### src/rtl/gb_pkg.sv
// gb_pkg: shared types and constants for the Game Boy link-cable serial port.
//  serial_state_t  transfer engine state
//  SC_START/SC_CLKSEL  bit positions inside the SC register
//  ADDR_SB/ADDR_SC     bus addresses decoded by the memory unit
package gb_pkg;

  typedef enum logic [1:0] {
    IDLE     = 2'd0,
    INT_XFER = 2'd1,
    EXT_XFER = 2'd2
  } serial_state_t;

  localparam int SC_START  = 7;
  localparam int SC_CLKSEL = 0;

  localparam logic [15:0] ADDR_SB = 16'hFF01;
  localparam logic [15:0] ADDR_SC = 16'hFF02;

  // SC read value: unused bits 6..1 read back as ones.
  function automatic logic [7:0] sc_pack(input logic busy, input logic clk_sel);
    return {busy, 6'b111111, clk_sel};
  endfunction

endpackage

### src/rtl/sync_edge.sv
// sync_edge: STAGES-flop synchroniser for an asynchronous input, plus
// single-cycle rise/fall pulses derived from the synchronised level.
//  clk, rst   system clock, async active-low reset
//  d          asynchronous input pin
//  level      synchronised level
//  rise/fall  one-cycle pulses on a synchronised edge
module sync_edge #(
  parameter int   STAGES  = 2,
  parameter logic RST_VAL = 1'b1
) (
  input  logic clk,
  input  logic rst,
  input  logic d,
  output logic level,
  output logic rise,
  output logic fall
);

  logic [STAGES-1:0] sync_q;
  logic              prev_q;

  // Reset to the idle pin level so reset release never fabricates an edge.
  always_ff @(posedge clk or negedge rst) begin
    if (!rst) begin
      sync_q <= {STAGES{RST_VAL}};
      prev_q <= RST_VAL;
    end else begin
      sync_q <= {sync_q[STAGES-2:0], d};
      prev_q <= sync_q[STAGES-1];
    end
  end

  assign level = sync_q[STAGES-1];
  assign rise  = level & ~prev_q;
  assign fall  = ~level & prev_q;

endmodule

### src/rtl/serial_link_port.sv
// serial_link_port: Game Boy link-cable serial port. Holds SB (data) and SC
// (control) and shifts one byte per transfer, MSB first, as master (internal
// sclk) or slave (peer sclk). In the enclosing top, sb/sc feed
// regin.serial_data / regin.serial_control and serial_int is ORed into
// interrupt_st[3].
//  clk, rst            system clock, async active-low reset
//  wdata, sb_we, sc_we CPU write data and one-cycle register write strobes
//  sb, sc              register read values; sc = {busy, 6'b111111, clk_sel}
//  serial_int          one-cycle pulse at transfer completion
//  sclk_in, sin        link clock / data from the peer (asynchronous)
//  sclk_out, sclk_oe   link clock driven in master mode and its enable
//  sout                serial data to the peer, idles 1
import gb_pkg::*;

module serial_link_port #(
  parameter int HALF_PERIOD = 256,
  parameter int SYNC_STAGES = 2
) (
  input  logic       clk,
  input  logic       rst,
  input  logic [7:0] wdata,
  input  logic       sb_we,
  input  logic       sc_we,
  output logic [7:0] sb,
  output logic [7:0] sc,
  output logic       serial_int,
  input  logic       sclk_in,
  output logic       sclk_out,
  output logic       sclk_oe,
  input  logic       sin,
  output logic       sout
);

  localparam int DIV_W = (HALF_PERIOD > 1) ? $clog2(HALF_PERIOD) : 1;

  serial_state_t    state;
  logic             clk_sel;
  logic [3:0]       bit_cnt;
  logic [DIV_W-1:0] div_cnt;

  logic sclk_rise, sclk_fall, sin_sync;
  logic unused_sclk_level, unused_sin_rise, unused_sin_fall;

  logic       abort, div_wrap, shift_fall, shift_rise;
  logic [7:0] sb_load;

  sync_edge #(.STAGES(SYNC_STAGES), .RST_VAL(1'b1)) u_sclk_sync (
    .clk   (clk),
    .rst   (rst),
    .d     (sclk_in),
    .level (unused_sclk_level),
    .rise  (sclk_rise),
    .fall  (sclk_fall)
  );

  sync_edge #(.STAGES(SYNC_STAGES), .RST_VAL(1'b1)) u_sin_sync (
    .clk   (clk),
    .rst   (rst),
    .d     (sin),
    .level (sin_sync),
    .rise  (unused_sin_rise),
    .fall  (unused_sin_fall)
  );

  always_comb begin
    abort      = sc_we && !wdata[SC_START] && (state != IDLE);
    // A same-cycle SB write must be what the first bit comes from.
    sb_load    = sb_we ? wdata : sb;
    div_wrap   = (div_cnt == DIV_W'(HALF_PERIOD - 1));
    shift_fall = 1'b0;
    shift_rise = 1'b0;
    case (state)
      INT_XFER: begin
        shift_fall = div_wrap && sclk_out;
        shift_rise = div_wrap && !sclk_out;
      end
      EXT_XFER: begin
        shift_fall = sclk_fall;
        shift_rise = sclk_rise;
      end
      default: ;
    endcase
  end

  always_ff @(posedge clk or negedge rst) begin
    if (!rst) begin
      state      <= IDLE;
      sb         <= 8'h00;
      clk_sel    <= 1'b0;
      bit_cnt    <= 4'd0;
      div_cnt    <= '0;
      serial_int <= 1'b0;
      sclk_out   <= 1'b1;
      sout       <= 1'b1;
    end else begin
      serial_int <= 1'b0;
      case (state)
        IDLE: begin
          if (sb_we) sb <= wdata;
          if (sc_we) begin
            clk_sel <= wdata[SC_CLKSEL];
            if (wdata[SC_START]) begin
              state   <= wdata[SC_CLKSEL] ? INT_XFER : EXT_XFER;
              sout    <= sb_load[7];
              bit_cnt <= 4'd0;
              div_cnt <= '0;
            end
          end
        end
        default: begin
          // Busy: SB writes and SC writes with the start bit set are ignored.
          if (abort) begin
            // Abort beats any shift edge in the same cycle; sb keeps the partial byte.
            state    <= IDLE;
            clk_sel  <= wdata[SC_CLKSEL];
            sclk_out <= 1'b1;
            sout     <= 1'b1;
            bit_cnt  <= 4'd0;
            div_cnt  <= '0;
          end else begin
            if (state == INT_XFER) begin
              div_cnt <= div_wrap ? '0 : div_cnt + 1'b1;
              if (div_wrap) sclk_out <= ~sclk_out;
            end
            if (shift_fall) sout <= sb[7];
            if (shift_rise) begin
              sb      <= {sb[6:0], sin_sync};
              bit_cnt <= bit_cnt + 4'd1;
              if (bit_cnt == 4'd7) begin
                state      <= IDLE;
                serial_int <= 1'b1;
                sout       <= 1'b1;
                sclk_out   <= 1'b1;
                bit_cnt    <= 4'd0;
                div_cnt    <= '0;
              end
            end
          end
        end
      endcase
    end
  end

  assign sc      = sc_pack(state != IDLE, clk_sel);
  assign sclk_oe = (state == INT_XFER);

endmodule
### config.mk
export PLATFORM = sky130hd
export DESIGN_NAME = serial_link_port
export DESIGN_NICKNAME = d
export VERILOG_FILES = /design/src/rtl/gb_pkg.sv /design/src/rtl/sync_edge.sv /design/src/rtl/serial_link_port.sv
export SDC_FILE = /design/constraint.sdc
export NUM_CORES = 1
export LEC_CHECK = 0
export BUFFER_PORTS_ARGS = -buffer_cell sky130_fd_sc_hd__clkbuf_2
export CORE_AREA = 3 3 68 70
export CTS_BUF_LIST = sky130_fd_sc_hd__clkbuf_8 sky130_fd_sc_hd__clkbuf_16
export DETAILED_ROUTE_END_ITERATION = 6
export DIE_AREA = 0 0 71 73
export GPL_ROUTABILITY_DRIVEN = 0
export GPL_TIMING_DRIVEN = 0
export HOLD_SLACK_MARGIN = 0.02
export MAX_ROUTING_LAYER = met4
export PLACE_DENSITY = 0.66
export SYNTH_ARGS = -nofsm -noshare
export SYNTH_HDL_FRONTEND = slang
export SYNTH_SLANG_ARGS = --single-unit
### constraint.sdc
create_clock -name clk -period 2.1 [get_ports clk]
set_clock_uncertainty 0.15 [all_clocks]
set_input_delay 0.21 -clock clk [delete_from_list [all_inputs] [get_ports clk]]
set_output_delay 0.21 -clock clk [all_outputs]
set_load 0.02 [all_outputs]
==> summary.md <==
| Metric | Value |
|---|---|
| Initial antenna violation count | 0 |
| Met2 Track Usage GR | 26.67% |
| Fmax | 478.8 MHz |
| DR DRC count | 0 |
| Worst setup SP type | register |
| Max cap viols | 0 |
| Clock Sinks | 31 |
| Switching power | 1029 uW |
| Number of synthesized flops with an enable pin | 0 |
| Int Pwr | between 1500 and 2000 uW |
| Avg WL per Cell | 14.48 um |
| Share of post-route cells with drive strength above 1 | 49.30% |
| CP peak stage delay | 420 ps |
| # H-tree levels | 2 |
| Unique masters post-synth | 49 |
| Post-place setup slack | -302.9 ps |
| Final worst path period need | 2089 ps |
| Number of buffers created by CTS | 5 |
| Port bufs | 27 |
| Nets@finish | 235 |
| CTS tree | built |
| Core area | 0.004029 sq mm |
| Worst EP arrival | between 2000 and 2500 ps |
| Fin cells | 265 |
| Clock latency on the worst-skew pair | ~280 ps |
| Synth Area in Compound Gates | between 10% and 20% |
| Diodes inserted | 0 |
| Most common flop cell mapped by yosys | dfrtp_1 |
| Leak Pwr | 0.001136 uW |
| Final ANT Viol Nets | 0 |
| DR pass1 iterations | 4 |
| Crit-path slowest cell | dfrtp_2 |
| Die X | slightly above 70 um |
| Via count | 1414 |
| Final Hold Vio Count | 0 |
| Clock buffer depth | 2 |
| GRT Overall Usage | between 10% and 20% |
| Largest net degree at the start of global routing | 32 |
| Finish-stage setup viols | 0 |
| Post-Syn Area per Cell | 11.03 sq um |
| M3 GR Usage | 4.821% |
| Slew headroom | 49.84% |
| Post-Synth Simple-Gate Area | 15.52% |
| GRT overflow | 0 |
| Cell mode on critical path | nand3_4 |
| Die Span Y | around 73 um |
| Register area share after synthesis | roughly 44% |
| Area Overhead vs Synth | 33.10% |
| FF+latch count, synth | 31 |
| Worst-margin pin slew | 752.4 ps |
| Syn. warnings | 0 |
| CP Class | reg2reg |
| Die area | 0.005183 sq mm |
| Area share of fa/ha/maj cells after synthesis | between 4 and 5% |
| RSZ-0062 raised after global routing | yes |
| Post-synthesis mux area share | 11.34% |
| HP Class | in2reg |
| CP endpoint kind | register |
| Worst-path clk slew | 70 ps |
| TNS Setup | 0 ps |
| Post-DP HPWL | ~2600 um |
| Flop pwr share | 31.4% |
| Post-synth ARST share | 100.0% |
| Largest family of logic cells by synthesized area | compound AO/OA/AOI/OAI gates |
| IO Count | 34 |
| Final WL | approximately 3800 um |
| Status | complete, no violations |
| Share of total power in combinational logic | 50.0% |
| Clk network pwr share | 18.6% |
| Synthesized instance count | 160 |
| FP Rows | 23 |
| Clk root buf | clkbuf_8 |
| Initial core utilization | between 40% and 50% |
| Crit-path cells | nand3_4 > nor3_4 > ha_2 > nand3_4 > nand2_2 > a22o_1 > buf_6 > mux2_4 |
| Global-route wire length before repair | 6472 um |
| Vias per cell | roughly 5.3 |
| Sw Share | 37.99% |
| PwrDens | around 1200 mW/mm^2 |
| Final WS setup | 11.28 ps |
| Post-Syn Area | 0.001765 sq mm |
| Crit share post-route | between 90% and 100% |
| Vias in the first global route | 1459 |
| VDD IR-drop max | 0.7488 mV |
| WP data required | 2110 ps |
| Max-slew violation count | 0 |
| DRT iter0 DRCs | 138 |
| Post-Synth XOR/XNOR Area | 0% |
| Cell total after placement | between 200 and 250 |
| Met1 usage | 18.99% |
| Busiest grt layer | met2 |
| Max FO, Critical Path | 8 |
==> per-stage QoR <==
step | hold WS [ps] | total power [uW] | area, sq um | utilization (%)
after floorplan | -235.6 | 1677 | 1792 | -
after global routing | 40.96 | 2888 | 2350 | 58.32
after detailed placement | 154.0 | 1965 | 1989 | 49.38
final | 51.27 | 2709 | 2350 | 58.32
after CTS | 43.69 | 2645 | 2252 | 55.90
after global placement | 150.9 | 1938 | 1989 | 49.38
==> power groups by stage <==
stage	combinational, uW	clock (uW)	sequential (uW)
after detailed placement	1110	0	859
final	1350	505	850
after floorplan	734	0	943
after CTS	1280	518	849
after global routing	1460	556	870
after global placement	1090	0	849
==> per-layer routing <==
| metal | up-vias | routed length, um |
|---|---|---|
| met2 | 36 | 1888 |
| met3 | 2 | 175 |
| met1 | 687 | 1755 |
| met4 | 0 | 19 |
| li1 | 689 | - |
| met5 | - | 0 |
==> flip-flops by register name, summed over array words and instances, names as in the netlist <==
register            cells
div_cnt                 8
state                   2
u_sclk_sync.sync_q      2
sb                      8
u_sclk_sync.prev_q      1
clk_sel                 1
bit_cnt                 4
sout                    1
serial_int              1
u_sin_sync.sync_q       2
sclk_out                1
==> worst max-delay path: cells and delay by family, from the launching register on <==
| family | cells | cell delay [ps] |
|---|---|---|
| adders and majority gates | 1 | 230 |
| and+or+nand+nor | 4 | 550 |
| DFF | 1 | 420 |
| AOI/OAI and AO/OA | 1 | 150 |
| buffers and inverters | 1 | 160 |
| muxes | 1 | 310 |
==> layout make-up <==
cell class | instances | area (sq um)
plain buffers | 14 | 106.4
clock buffers | 7 | 96.34
clock inverters | 1 | 3.754
fillers | 342 | 1679
inverters | 7 | 26.28
multi-input cells | 113 | 999.7
flip-flops and latches | 31 | 788.3
well taps | 50 | 62.56
repair buffers | 42 | 266.5
==> cell usage after synthesis, drive strengths merged, types with 4 or more instances <==
| master | n | area [sq um] |
|---|---|---|
| buf | 13 | 95.09 |
| dfrtp | 24 | 600.6 |
| dfstp | 7 | 183.9 |
| ha | 7 | 87.58 |
| inv | 7 | 26.27 |
| mux2 | 16 | 180.2 |
| nand2 | 11 | 41.29 |
| nand2b | 4 | 25.02 |
| nand3 | 4 | 20.02 |
| nor2 | 5 | 18.77 |
| nor3 | 7 | 40.04 |
| o21ai | 4 | 20.01 |
==> logic make-up after synthesis <==
family / Yosys count
compound gates: 34
simple gates: 48
other cells: 1
flops: 31
fa+ha+maj: 7
mux: 18
buf+inv: 21
==> final timing paths <==
check | startpoint | end | slack (ps) | cells after the start
setup / recovery | div_cnt[4] | sb[6] | 10 | 8
hold / removal | wdata[0] | clk_sel | 50 | 2
setup reg to reg | div_cnt[4] | sb[6] | 10 | 8
hold reg to reg | u_sclk_sync.sync_q[0] | u_sclk_sync.sync_q[1] | 210 | 0
max in group asynchronous | rst | div_cnt[5] | 890 | 2
min in group asynchronous | rst | div_cnt[0] | 380 | 2
==> layout by cell type (no fill, tap or decap), types with 3 or more instances in the layout <==
cell | netlist | routed
mux2_2 | 8 | 8
o21a_1 | 3 | 3
nand2b_1 | 4 | 4
dlygate4sd3_1 | 0 | 3
a32o_1 | 3 | 3
nor4_1 | 3 | 3
dfrtp_2 | 0 | 3
clkbuf_2 | 1 | 28
buf_4 | 7 | 16
nand2_1 | 11 | 8
ha_1 | 7 | 5
mux2_4 | 0 | 8
buf_2 | 4 | 3
nand2_2 | 0 | 3
inv_1 | 6 | 7
nor3_1 | 6 | 5
dfstp_2 | 7 | 7
nor2_1 | 5 | 4
buf_6 | 2 | 6
conb_1 | 1 | 6
dfrtp_1 | 24 | 21
clkbuf_8 | 0 | 7
==> repair_timing <==
action | in CTS | in global routing
cloned | 0 | 1
hold endpoints to repair | 26 | 0
buffers inserted | 8 | 3
hold buffers | 3 | 0
pin swaps | 6 | 8
resized for setup | 20 | 17
endpoints found under the setup margin | 24 | 24
Power figures use the tool's default switching activity.
